--- config.mk ---
export PLATFORM = sky130hd
export DESIGN_NAME = control_unit
export DESIGN_NICKNAME = d
export VERILOG_FILES = /design/src/rtl/control_unit.sv
export SDC_FILE = /design/constraint.sdc
export NUM_CORES = 1
export LEC_CHECK = 0
export ABC_AREA = 1
export BUFFER_PORTS_ARGS = -buffer_cell sky130_fd_sc_hd__buf_2
export CAP_MARGIN = 15
export CORE_UTILIZATION = 30
export DETAILED_ROUTE_END_ITERATION = 10
export HOLD_SLACK_MARGIN = 0.02
export PLACE_DENSITY = 0.6
export SETUP_SLACK_MARGIN = 0.5
export SKIP_LAST_GASP = 1
export SYNTH_ARGS = -nofsm -noshare
export SYNTH_HDL_FRONTEND = slang
export SYNTH_SLANG_ARGS = --single-unit
--- constraint.sdc ---
create_clock -name clk -period 2 [get_ports clk]
set_input_delay 0.3 -clock clk [delete_from_list [all_inputs] [get_ports clk]]
set_output_delay 0.3 -clock clk [all_outputs]
set_load 0.05 [all_outputs]
--- src/rtl/control_unit.sv ---
// rtl/control_unit.sv - Mini SRC hardwired step sequencer driving DataPath control strobes.
// Optional mul/div HI/LO sequence enabled by defining CU_MULDIV_EN.
module control_unit (
  input  logic        clk,
  input  logic        clr,
  input  logic [31:0] IR,
  input  logic        CON_FF,
  input  logic        Stop,
  output logic        Run,
  output logic        Pout,
  output logic        MDROut,
  output logic        ZLOout,
  output logic        ZHIout,
  output logic        HIout,
  output logic        LOout,
  output logic        Cout,
  output logic        Rout,
  output logic        BAout,
  output logic        MARen,
  output logic        MDRen,
  output logic        IRen,
  output logic        Yen,
  output logic        Zen,
  output logic        Pen,
  output logic        HIen,
  output logic        LOen,
  output logic        Rin,
  output logic        ConIn,
  output logic        IncPC,
  output logic        Read,
  output logic        Write,
  output logic        Gra,
  output logic        Grb,
  output logic        Grc,
  output logic [4:0]  alu_control
);

`ifdef CU_MULDIV_EN
  localparam bit MULDIV_EN = 1'b1;
`else
  localparam bit MULDIV_EN = 1'b0;
`endif

  typedef enum logic [3:0] {
    S_RESET, S_T0, S_T1, S_T2, S_T3, S_T4, S_T5, S_T6, S_T7, S_HALT
  } state_e;

  typedef enum logic [3:0] {
    C_NOP, C_ALU, C_UNARY, C_IMM, C_LDI, C_LD, C_ST, C_MULDIV,
    C_BRX, C_JR, C_MFHI, C_MFLO, C_HALT
  } cls_e;

  state_e     state_q, state_d, last_state;
  cls_e       cls;
  logic [4:0] opcode;
  logic       unused_ir;

  assign opcode    = IR[31:27];
  assign unused_ir = ^IR[26:0];
  assign Run       = (state_q != S_HALT);

  always_comb begin
    cls = C_NOP;
    case (opcode)
      5'd3, 5'd4, 5'd5, 5'd6, 5'd7, 5'd8, 5'd9, 5'd10, 5'd11: cls = C_ALU;
      5'd17, 5'd18:        cls = C_UNARY;
      5'd12, 5'd13, 5'd14: cls = C_IMM;
      5'd1:                cls = C_LDI;
      5'd0:                cls = C_LD;
      5'd2:                cls = C_ST;
      5'd15, 5'd16:        cls = MULDIV_EN ? C_MULDIV : C_NOP;
      5'd19:               cls = C_BRX;
      5'd20:               cls = C_JR;
      5'd24:               cls = C_MFHI;
      5'd25:               cls = C_MFLO;
      5'd27:               cls = C_HALT;
      default:             cls = C_NOP;
    endcase
  end

  // Final execute step of each class; Stop is only honoured there.
  always_comb begin
    last_state = S_T3;
    case (cls)
      C_UNARY:             last_state = S_T4;
      C_ALU, C_IMM, C_LDI: last_state = S_T5;
      C_MULDIV, C_BRX:     last_state = S_T6;
      C_LD, C_ST:          last_state = S_T7;
      default:             last_state = S_T3;
    endcase
  end

  always_comb begin
    state_d = state_q;
    case (state_q)
      S_RESET: state_d = S_T0;
      S_T0:    state_d = S_T1;
      S_T1:    state_d = S_T2;
      S_T2:    state_d = S_T3;
      S_HALT:  state_d = S_HALT;
      default: begin
        if (state_q == S_T3 && cls == C_HALT)
          state_d = S_HALT;
        else if (state_q == last_state)
          state_d = Stop ? S_HALT : S_T0;
        else
          state_d = state_e'(state_q + 4'd1);
      end
    endcase
  end

  always_ff @(posedge clk or negedge clr) begin
    if (!clr) state_q <= S_RESET;
    else      state_q <= state_d;
  end

  always_comb begin
    {Pout, MDROut, ZLOout, ZHIout, HIout, LOout, Cout, Rout, BAout} = '0;
    {MARen, MDRen, IRen, Yen, Zen, Pen, HIen, LOen, Rin, ConIn, IncPC} = '0;
    {Read, Write, Gra, Grb, Grc} = '0;
    alu_control = 5'd0;
    case (state_q)
      S_T0: {Pout, MARen, IncPC} = 3'b111;
      S_T1: {Read, MDRen} = 2'b11;
      S_T2: {MDROut, IRen} = 2'b11;
      S_T3: begin
        case (cls)
          C_ALU, C_IMM:  {Grb, Rout, Yen} = 3'b111;
          C_UNARY:       begin {Grb, Rout, Zen} = 3'b111; alu_control = opcode; end
          C_LDI, C_LD,
          C_ST:          {Grb, BAout, Yen} = 3'b111;
          C_MULDIV:      {Gra, Rout, Yen} = 3'b111;
          C_BRX:         {Gra, Rout, ConIn} = 3'b111;
          C_JR:          {Gra, Rout, Pen} = 3'b111;
          C_MFHI:        {HIout, Gra, Rin} = 3'b111;
          C_MFLO:        {LOout, Gra, Rin} = 3'b111;
          default:       ;
        endcase
      end
      S_T4: begin
        case (cls)
          C_ALU:         begin {Grc, Rout, Zen} = 3'b111; alu_control = opcode; end
          C_UNARY:       {ZLOout, Gra, Rin} = 3'b111;
          C_IMM:         begin {Cout, Zen} = 2'b11; alu_control = opcode; end
          C_LDI, C_LD,
          C_ST:          begin {Cout, Zen} = 2'b11; alu_control = 5'b00011; end
          C_MULDIV:      begin {Grb, Rout, Zen} = 3'b111; alu_control = opcode; end
          C_BRX:         {Pout, Yen} = 2'b11;
          default:       ;
        endcase
      end
      S_T5: begin
        case (cls)
          C_ALU, C_IMM,
          C_LDI:         {ZLOout, Gra, Rin} = 3'b111;
          C_LD, C_ST:    {ZLOout, MARen} = 2'b11;
          C_MULDIV:      {ZLOout, LOen} = 2'b11;
          C_BRX:         begin {Cout, Zen} = 2'b11; alu_control = 5'b00011; end
          default:       ;
        endcase
      end
      S_T6: begin
        case (cls)
          C_LD:          {Read, MDRen} = 2'b11;
          C_ST:          {Gra, Rout, MDRen} = 3'b111;
          C_MULDIV:      {ZHIout, HIen} = 2'b11;
          C_BRX:         begin ZLOout = 1'b1; Pen = CON_FF; end
          default:       ;
        endcase
      end
      S_T7: begin
        case (cls)
          C_LD:          {MDROut, Gra, Rin} = 3'b111;
          C_ST:          Write = 1'b1;
          default:       ;
        endcase
      end
      default: ;
    endcase
  end

endmodule

# --- After elaboration in Yosys (flattened, before gate mapping) ---
# Memories as Yosys holds them, arrays and structs flattened.
# Cells that the tools add are included.
classes:
  addsub: 1
  mul: 0
  div_mod_pow: 0
  order_cmp: 0
  n_eq_ne: 23
  shift: 0
  muxes: 52
  bitwise: 0
  n_reduce_logical: 13
op_table:
  columns: ["op", "count"]
  rows:
  - ["$eq A4 B3 Y1 const B", 8]
  - ["$mux W1", 30]
  - ["$eq A4 B4 Y1 const B", 7]
  - ["$pmux W4 S5", 1]
  - ["$pmux W1 S2", 9]
  - ["$reduce_or A6 Y1", 3]
  - ["$eq A4 B2 Y1 const B", 4]
  - ["$pmux W5 S3", 1]
  - ["$mux W4", 3]
  - ["$pmux W5 S2", 1]
  - ["$pmux W1 S3", 3]
  - ["$reduce_or A3 Y1", 3]
  - ["$eq A4 B1 Y1 const B", 2]
  - ["$reduce_or A2 Y1", 3]
  - ["$mux W5", 1]
  - ["$pmux W1 S5", 1]
  - ["$reduce_or A5 Y1", 1]
  - ["$add A4 B1 Y4 const B", 1]
  - ["$eq A4 B4 Y1", 1]
  - ["$logic_not A4 Y1", 1]
  - ["$ne A4 B4 Y1 const B", 1]
  - ["$pmux W1 S4", 1]
  - ["$reduce_or A4 Y1", 1]
  - ["$mux W2", 1]
  - ["$logic_and A1 B1 Y1", 1]
totals:
  regBits: 4
  latch_bits: 0
  ram_bits: 0
  romBits: 192
  input_bits: 36
  output_inout_bits: 31
  elab_cells: 92
  memories: 2
memory_table:
  columns: ["name", "depth", "width", "read_ports", "rd_clocked_by_memory_dff", "write_ports", "line_no", "text"]
  rows:
  - ["(name not given)", 32, 4, 1, 0, 0, "64", "case (opcode)"]
  - ["(name not given)", 16, 4, 1, 0, 0, "84", "case (cls)"]

# --- Depth between registers and ports, before layout ---
# Gate-level depths: netlist (run 1).
# An unclocked memory read counts as a cell.
logic_depth:
  ltp_word: 6
  mapped_depth: 21
  ltp_nobuf: 21

# --- Worst setup path after synthesis (run 1) ---
# No wires, ideal clock.
synth_path:
  path_type: "in2out"
  start: "input port IR[27]"
  end: "output port Rin"
  arrival_time_ns: 2.950
  t_required_ns: 1.700
  setup_slack_ns: -1.250
  path_stages: 11
  cell_sequence: "inv_1 > ha_1 > nand2_1 > nand3_1 > nand2_1 > inv_1 > ha_1 > inv_1 > nor3_1 > nor3b_1 > nand2_1"
synth_between:
  elab_chain_len: 5
  word_cells_on_any_way: 15
  cone_classes: "eq/ne: 7; mux: 5; reduce/logical: 2; memory: 1"
synth_lines:
  columns: ["item", "line_no", "text"]
  rows:
  - ["start: declaration", "6", "input logic [31:0] IR,"]
  - ["$mem_v2 Z32 W4 *", null, null]
  - ["$eq A4 B1 Y1, or another cell as far along", "153", "case (cls)"]
  - ["$reduce_or A3 Y1 / $reduce_or A2 Y1 (equally long branches)", null, null]
  - ["$mux W1, on equally long branches", "153, 127", null]
  - ["$pmux W1 S4 *", "122", "case (state_q)"]
  - ["end: declaration", "27", "output logic Rin,"]
# Every way passes the cells marked *; elsewhere a longest branch is shown, timed or not.

# --- Worst setup path after layout (run 1) ---
layout_path:
  start: "input port IR[28]"
  end: "output port Zen"
layout_between:
  elab_chain_len: 5
  word_cells_on_any_way: 14
  cone_classes: "eq/ne: 8; mux: 4; reduce/logical: 1; memory: 1"
layout_lines:
  columns: ["item", "line_no", "text"]
  rows:
  - ["$mem_v2 Z32 W4 *", null, null]
  - ["$eq A4 B3 Y1, or another cell as far along", "141", "case (cls)"]
  - ["$reduce_or A6 Y1 (no source line)", null, null]
  - ["$mux W1", "141", null]
  - ["$pmux W1 S3 *", "122", null]
  - ["end: declaration", "23", "output logic Zen,"]
# Marks and branches as above.

==> impl_metrics.toml, run 1 <==
[die]
ios = 67
fp.dieW_um = 64.5
die_area_um2 = 4160
core.rowCount = 22
initial_utilization_pct = 31.5
core_region_area_um2 = 3720
fp.dieH_um = 64.5

[pwr]
p_leak_nw = 1.42
clkPwrFrac_pct = 24.8
switchingPower_uw = 253
seq_power_share_pct = 12.4
swShare_pct = 38.4
vdd_ir_drop_max_v = 0.000353
internal_power_uw = 405
comb_power_share_pct = 62.8
powerDensity_nw_per_um2 = 216

[placed_design]
dp.final_hpwl_um = 3230
numPortBuffers = 39
gp_congestion = 0.865
dp_slack_ps = -591

[yosys]
synthAdderAreaFrac_pct = 14.9
synth_top_family_by_area = "simple AND/OR/NAND/NOR gates"
synth.most_common_cell = "nand2_1"
synth-xor-area-share_pct = 0.747
synth_nets = 248
synth_mux_area_share_pct = 0
syn-mean-instance-area_um2 = 5.92
synth_simple_gate_area_share_pct = 49.9
synthArstFlopShare_pct = 100
synth_top_area_cell = "ha_1"
synth_warnings = 0
seq_area_frac_synth_pct = 8.54
netlist_instances = 198
synth_cell_types = 30
synth_common_cells = "nand2_1, inv_1, nand3_1"
synthTopCellsByArea = "ha_1, nand2_1, inv_1"
synth_edf_count = 0
ys.flop_type = "dfrtp_1"
yosysTopAreaCellShare_pct = 14.9
synth-compound-area-share_pct = 14.1
synth_area_um2 = 1170
ys_ff_latch = 4

[clock_network]
clk_pin_slew_ps = 30
cts.sinks = 4
numCtsBuffers = 3
cts-root-buf = "clkbuf_8"
htree_levels = 1
cts_tree = "built"
clkLatencyLatePin_ps = 210
clk_path_buf_depth = 2

[critical_path]
critPathCaptureType = "output pin"
cp_max_fo = 4
cp.required_ps = 1700
crit_buf_inv = 2
crit_path_start_kind = "primary input"
crit_chain = "buf_12, ha_4, o211ai_1, nand2_4, ha_4, o21ai_4, nand2_2, nor2_4, nor2_2, nor2_4, o21ai_2, buf_6"
cp_num_cells = 12
slowest_delay_ps = 260
crit_family = "simple AND/OR/NAND/NOR gates"
critPathSlowestCell = "o211ai_1"
arrival_ps = 2150
rr_worst_depth = 12
criticalPathCategory = "in2out"

[routing]
routedWlPerCell_um = 15.1
vias_per_cell = 5.05
drt_pre_antenna_iters = 4
drt_iter0_drc = 127
vias = 1860
drc_errors = 0
postRouteAntennaNets = 0
wirelength_um = 5560

[sta]
worst_slack_ps = -451
rsz0062_at_grt = "true"
fmax_mhz = 408
drv_slew = 0
setup_tns_ps = -7080
fin_crit_sh_pct = 123
hold_violations = 0
max_slew.worst_pin.slew_ps = 320
period_needed_ps = 2450
slew_headroom_pct = 78.5
setup_violations = 31
fin_skew_ps = 3.00

[finish]
nFillCells = 198
largest-register = "state_q"
reg.largest.list = "state_q (4)"
drive_gt1_share_pct = 75.6
largest_reg_flops = 4
area.growth.synth_to_final_pct = 160
n_antenna_cell = 0
fin_nets = 372

[global_routing]
antenna_found_initial = 0
grt_overflow_total = 0
grt_usage_pct = 24.1
grt_util_met1_pct = 27.5
busiest_layer = "met2"
grt_pass1_wl_um = 8020
grtUsageMet3_pct = 2.46
grt_max_degree = 8
met2_usage_pct = 47.5
grt_pass1_vias = 1769

[hold_path]
hold_class = "in2async"

[run_status]
violations = "setup timing"
status = "finished with violations"

[run]
drv_cap = 0
-- worst register-to-register path: stages, from the launching register on --
cell	delay (ps)
dfrtp_1	350
inv_2	60
buf_6	120
ha_4	170
inv_4	70
buf_6	100
nor2_4	30
inv_1	80
nand2_1	80
nor3_1	270
o21a_1	220
a21oi_2	60
a21oi_1	140
-- repair_timing --
action | 4_1_cts | 5_1_grt
endpoints found under the setup margin | 35 | 35
gates resized for setup | 148 | 31
buffers inserted | 17 | 6
hold buffers | 1 | 0
endpoints found under the hold margin | 4 | 0
pin swaps | 34 | 20
-- power by group through the flow --
| stage | Clock [mW] | Combinational, mW | Sequential [mW] |
|---|---|---|---|
| after floorplan | 0 | 0.168 | 0.0824 |
| after global placement | 0 | 0.281 | 0.0824 |
| after detailed placement | 0 | 0.282 | 0.0824 |
| after CTS | 0.168 | 0.371 | 0.0815 |
| after global routing | 0.175 | 0.441 | 0.0815 |
| final | 0.163 | 0.413 | 0.0816 |
-- cells by family after synthesis --
logic type      after synthesis
flops                         4
compound gates               29
fa+ha+maj                    14
simple gates                115
buf+inv                      35
xor+xnor                      1
-- path summary, 6_finish.rpt --
check                            from    endpoint  slack (ps)
max                            IR[28]         Zen        -450
min                               clr  state_q[3]         460
max reg2reg                state_q[1]  state_q[2]         170
min reg2reg                state_q[2]  state_q[2]         610
max in group asynchronous         clr  state_q[0]        1420
min in group clk                 Stop  state_q[3]         480
-- cell type report --
class,count,area [um2],share of cell area (%)
clock buffers,3,41.3,1.35
flip-flops and latches,4,100,3.28
inverters,34,184,6.03
well taps,48,60.1,1.97
multi-input cells,159,1530,50.0
repair buffers,120,1140,37.3
-- metrics by stage --
step                      hold WS (ps)  instances  power (mW)  util (%)  area, um2
after floorplan                   4.41        198       0.251         -       1520
after global placement             104        341       0.363      59.1       2200
after detailed placement           106        341       0.365      59.1       2200
after CTS                          419        362       0.621      78.1       2900
after global routing               473        368       0.698      82.0       3050
final                              463        368       0.657      82.0       3050
-- per-layer routing --
metal | vias to the layer above | part of all wire (%)
met5 | - | 0
met4 | 0 | 5.1
met3 | 25 | 3.0
met2 | 74 | 53
met1 | 865 | 39
li1 | 896 | -
-- cell usage in the layout (no fill, tap or decap), drive strengths merged --
| master | instances |
|---|---|
| a21oi | 9 |
| o211ai | 1 |
| o22ai | 1 |
| o21ai | 13 |
| a31oi | 2 |
| nor2 | 28 |
| dfrtp | 4 |
| dlygate4sd3 | 1 |
| a31o | 1 |
| clkbuf | 3 |
| inv | 31 |
| o21a | 1 |
| ha | 14 |
| and3 | 1 |
| nor3b | 1 |
| nand3 | 22 |
| buf | 119 |
| nor3 | 4 |
| nand3b | 1 |
| clkinvlp | 3 |
| nand2 | 53 |
| o221ai | 1 |
| nand4 | 5 |
| xor2 | 1 |
No activity file was read; power rests on OpenSTA's default activity.
==> run 2, diff against run 1 <==
- CORE_UTILIZATION: 30 -> 40
- PLACE_DENSITY: 0.6 -> 0.77
==> run 2 against run 1 <==
Compared with the run above: the flow now stops in clock tree synthesis (4_1_cts); synthesized cell count is the same; area after synthesis did not move.
==> impl_metrics.toml, run 2 <==
[clock_network]
cts.sinks = 4
cts-root-buf = "clkbuf_4"
clk_path_buf_depth = 2
cts_setup_buffers = 18
postCtsHoldBufs = 1
cts_resized = 143
numCtsBuffers = 3
htree_levels = 1

[yosys]
synth_top_area_cell = "ha_1"
netlist_instances = 198
synth.most_common_cell = "nand2_1"
synthTopCellsByArea = "ha_1, nand2_1, inv_1"
ys.flop_type = "dfrtp_1"
synth_cell_types = 30
synth_area_um2 = 1170
synth_warnings = 0
yosysTopAreaCellShare_pct = 14.9
synthArstFlopShare_pct = 100
synth_common_cells = "nand2_1, inv_1, nand3_1"
synth_nets = 248
ys_ff_latch = 4
seq_area_frac_synth_pct = 8.54
syn-mean-instance-area_um2 = 5.92
synth_edf_count = 0

[die]
fp.dieW_um = 56.1
ios = 67
initial_utilization_pct = 42.5
core.rowCount = 19
fp.dieH_um = 56.1

[run_status]
status = "stopped before the end"
stop_error = "[ERROR DPL-0038] Utilization greater than 100%, impossible to legalize"
failing_step = "clock tree synthesis (4_1_cts)"

[placed_design]
numPortBuffers = 39
gp_congestion = 0.873
dp.final_hpwl_um = 3360
==> run 2: cell counts after synthesis <==
Identical to the previous run, type by type.
==> run 2: through the flow <==
step	utilization, %	hold slack (ps)	cells	area (um2)	setup slack, ps
global placement	78.4	104	322	2160	-502
detailed placement	78.4	104	322	2160	-621
floorplan	-	4.41	198	1520	-261
==> run 2: cells by family after synthesis <==
family / count (synthesis) / synth area share, %
AND/OR/NAND/NOR: 115 / 49.9
buffers and inverters: 35 / 11.7
AO/OA/AOI/OAI: 29 / 14.1
adder cells (fa/ha/maj): 14 / 14.9
flip-flops: 4 / 8.54
XOR/XNOR: 1 / 0.747
==> run 3, diff against run 2 <==
- CORE_UTILIZATION: 40 -> 30
- HOLD_SLACK_MARGIN: 0.02 -> unset
- PLACE_DENSITY: 0.77 -> unset
- PLACE_DENSITY_LB_ADDON: unset -> 0.15
- SETUP_SLACK_MARGIN: 0.5 -> unset
- clock period: 2 -> 2.6 ns (I/O delays scaled with it)
==> run 3 against run 2 <==
Compared with the run above: the run now ends clean.
==> impl_metrics.toml, run 3 (same netlist as run 1, synthesis figures left out) <==
[routing]
vias = 1553
drt_pre_antenna_iters = 4
drc_errors = 0
drt_iter0_drc = 65
vias_per_cell = 4.76
routedWlPerCell_um = 11.1
wirelength_um = 3630
postRouteAntennaNets = 0

[finish]
utilization_pct = 56.5
n_antenna_cell = 0
largest_reg_flops = 4
fin_area_um2 = 2100
area.growth.synth_to_final_pct = 79.1
final_common_cell = "buf_4"
largest-register = "state_q"
fin_nets = 330
final_cell_mix = "buf_4, nand2_1, inv_1, buf_2, nand3_1"
fin_cells = 326
drive_gt1_share_pct = 52.5
reg.largest.list = "state_q (4)"

[global_routing]
grt_pass1_wl_um = 5690
grt_overflow_total = 0
grt_max_degree = 9
grt_usage_pct = 17.0
antenna_found_initial = 0
grt_pass1_vias = 1371

[die]
initial_utilization_pct = 31.5
fp.dieW_um = 64.5
ios = 67
core.rowCount = 22
fp.dieH_um = 64.5
core_region_area_um2 = 3720
die_area_um2 = 4160

[critical_path]
cp_max_fo = 3
critPathCaptureType = "output pin"
cp.required_ps = 2210
crit_path_start_kind = "primary input"
critPathSlowestCell = "ha_4"
criticalPathCategory = "in2out"
arrival_ps = 2170
crit_chain = "buf_8, buf_4, ha_2, nand3_2, nand2_2, nand2_2, nand2_4, inv_4, ha_4, o21ai_4, nand2_4, nor2_4, nor2_2, nor2_2, o21ai_1, buf_6"
rrSetupSlack_ps = 720
slowest_delay_ps = 170

[pwr]
p_leak_nw = 1.09
vdd_ir_drop_max_v = 0.000158
swShare_pct = 36.3
switchingPower_uw = 149
powerDensity_nw_per_um2 = 196
clkPwrFrac_pct = 30.8
seq_power_share_pct = 15.3
comb_power_share_pct = 53.9
internal_power_uw = 262
finalPower_uw = 411

[sta]
fin_crit_sh_pct = 98.5
setup_violations = 0
fin_skew_ps = 1.08
worst_slack_ps = 40.3
drv_slew = 0
fmax_mhz = 391
hold_violations = 0
period_needed_ps = 2560
holdWs_ps = 521
slew_headroom_pct = 76.8
rsz0062_at_grt = "true"
max_slew.worst_pin.slew_ps = 345
setup_tns_ps = 0

[clock_network]
numCtsBuffers = 3
cts-root-buf = "clkbuf_8"
clk_path_buf_depth = 2
cts.sinks = 4
htree_levels = 1
clk_pin_slew_ps = 30
cts_tree = "built"
clkLatencyLatePin_ps = 210

[placed_design]
placed_cell_area_um2 = 1670
dp_slack_ps = -208
dp.final_hpwl_um = 2870
dp.cells = 312
numPortBuffers = 39
gp_congestion = 0.873

[hold_path]
hold_class = "in2async"

[run]
drv_cap = 0

[run_status]
status = "finished, final reports clean"
-- run 3: final timing paths --
path                             from          to  cells after the start
min reg2reg                state_q[2]  state_q[2]                      2
min in group clk                 Stop  state_q[3]                      5
min                               clr  state_q[0]                      2
max in group asynchronous         clr  state_q[2]                      2
max reg2reg                state_q[1]  state_q[2]                     10
max                            IR[27]         Zen                     16
-- run 3: metal layers --
layer	up-vias	global-route usage (%)	wire length, um
met5	-	0	0
met4	0	6.39	74
met3	8	1.23	138
met2	40	29.7	1780
met1	698	21.5	1630
li1	807	-	-
-- run 3: what timing repair did --
action	4_1_cts	5_1_grt
hold buffers	1	0
hold endpoints to repair	4	0
gates resized for setup	31	52
endpoints found under the setup margin	16	19
pin swaps	12	20
setup buffers	1	9
-- run 3: final cells by class --
| class | count | area [um2] |
|---|---|---|
| fill | 370 | 1620 |
| clock buffer | 3 | 41.3 |
| tap | 48 | 60.1 |
| timing repair buffer | 78 | 574 |
| sequential | 4 | 100 |
| multi-input combinational | 159 | 1170 |
| inverter | 34 | 149 |
-- run 3: power groups by stage --
stage                     clock [mW]  sequential, mW  combinational (mW)
after floorplan                    0          0.0634              0.0955
after global placement             0          0.0634               0.163
after detailed placement           0          0.0634               0.163
after CTS                      0.131          0.0627               0.187
after global routing           0.136          0.0627               0.245
final                          0.127          0.0627               0.221
-- run 3: worst max-delay path: cells and delay by family --
| kind | cells | cell delay, ps |
|---|---|---|
| buf+inv | 4 | 420 |
| compound gates | 2 | 280 |
| fa+ha+maj | 2 | 330 |
| simple gates | 8 | 730 |
==> run 4, diff against run 3 <==
- CTS_BUF_LIST: unset -> sky130_fd_sc_hd__clkbuf_16
==> run 4 against run 3 <==
Compared with the run above: non-clock buffer count is the same; die area did not move; critical path depth unchanged; clock-buffer cell count stayed put; largest power group is now clock.
==> impl_metrics.toml, run 4 (same netlist as run 1, synthesis figures left out) <==
[run_status]
status = "finished, final reports clean"

[sta]
hold_violations = 0
rsz0062_at_grt = "true"
period_needed_ps = 2560
fmax_mhz = 391
max_slew.worst_pin.slew_ps = 345
setup_violations = 0
setup_tns_ps = 0
worst_slack_ps = 40.3
slew_headroom_pct = 76.8
holdWs_ps = 514
drv_slew = 0
fin_skew_ps = 0.640
fin_crit_sh_pct = 98.5

[pwr]
p_leak_nw = 1.10
seq_power_share_pct = 12.1
switchingPower_uw = 160
vdd_ir_drop_max_v = 0.000284
internal_power_uw = 359
powerDensity_nw_per_um2 = 243
comb_power_share_pct = 42.7
clkPwrFrac_pct = 45.2
swShare_pct = 30.8

[finish]
drive_gt1_share_pct = 52.5
final_common_cell = "buf_4"
reg.largest.list = "state_q (4)"
final_cell_mix = "buf_4, nand2_1, inv_1, buf_2, nand3_1"
area.growth.synth_to_final_pct = 82.0
utilization_pct = 57.4
n_antenna_cell = 0
largest-register = "state_q"
fin_nets = 330
fin_cells = 326
largest_reg_flops = 4

[critical_path]
criticalPathCategory = "in2out"
crit_chain = "buf_8, buf_4, ha_2, nand3_2, nand2_2, nand2_2, nand2_4, inv_4, ha_4, o21ai_4, nand2_4, nor2_4, nor2_2, nor2_2, o21ai_1, buf_6"
crit_path_start_kind = "primary input"
reg2reg_from = "state_q[1]"
arrival_ps = 2170
rrSetupSlack_ps = 730
cp.required_ps = 2210
critPathCaptureType = "output pin"
cp_max_fo = 3
crit_family = "simple AND/OR/NAND/NOR gates"
crit_buf_inv = 4
slowest_delay_ps = 170
critPathSlowestCell = "ha_4"
cp-startpoint = "IR[27]"

[clock_network]
numCtsBuffers = 3
htree_levels = 1
clkLatencyLatePin_ps = 220
cts.sinks = 4
cts-root-buf = "clkbuf_16"
cts_tree = "built"
clk_pin_slew_ps = 30
clk_path_buf_depth = 2

[die]
core_region_area_um2 = 3720
die_area_um2 = 4160
initial_utilization_pct = 31.5
fp.dieH_um = 64.5
fp.dieW_um = 64.5
ios = 67
core.rowCount = 22

[placed_design]
numPortBuffers = 39
dp_slack_ps = -208
dp.cells = 312
dp.final_hpwl_um = 2870
gp_congestion = 0.873

[routing]
routedWlPerCell_um = 11.1
vias = 1553
drt_iter0_drc = 67
vias_per_cell = 4.76
wirelength_um = 3630
drt_pre_antenna_iters = 4
postRouteAntennaNets = 0
drc_errors = 0

[hold_path]
hold_class = "in2async"

[global_routing]
grt_pass1_wl_um = 5690
grt_overflow_total = 0
grt_usage_pct = 17.0
grt_max_degree = 9
grt_pass1_vias = 1371
antenna_found_initial = 0

[run]
drv_cap = 0
run 4: changes by cell type in the layout (fill, tap and decap cells not counted):
cell / before / now
clkbuf_16: 0 / 3
clkbuf_8: 3 / 0
run 4: area by class of cell:
class / count / area (um2)
clock buffer: 3 / 75.1
inverter: 34 / 149
sequential: 4 / 100
tap: 48 / 60.1
multi-input combinational: 159 / 1170
timing repair buffer: 78 / 574
fill: 364 / 1580
run 4: what timing repair did:
item                       4_1_cts  5_1_grt
pin swaps                       12       20
hold endpoints to repair         4        0
hold buffers                     1        0
resized for setup               31       52
setup endpoints to repair       16       19
buffers inserted                 1        9
run 4: path summary, 6_finish.rpt:
path / endpoint / cells after the start
worst max register to register: state_q[2] / 10
worst min-delay path: state_q[0] / 2
worst min register to register: state_q[2] / 2
max in group asynchronous: state_q[2] / 2
min in group clk: state_q[3] / 5
worst max-delay path: Zen / 16
run 4: power groups by stage:
stage	sequential (mW)	combinational [mW]	clock [mW]
floorplan	0.0634	0.0955	0
global placement	0.0634	0.163	0
CTS	0.0627	0.187	0.239
global route	0.0627	0.245	0.244
finish	0.0627	0.222	0.235
detailed placement	0.0634	0.163	0
run 4: metrics by stage:
step / area, um2 / power (mW)
3_5_place_dp: 1670 / 0.227
5_1_grt: 2130 / 0.551
4_1_cts: 1870 / 0.489
6_report: 2130 / 0.519
3_3_place_gp: 1670 / 0.226
2_1_floorplan: 1220 / 0.159
run 4: layer usage:
layer  vias to the layer above  routed length, um  global-route usage, %
li1                        806                  -                      -
met1                       699               1620                   21.5
met2                        40               1790                   29.7
met3                         8                142                   1.23
met4                         0                 74                   6.39
met5                         -                  0                      0
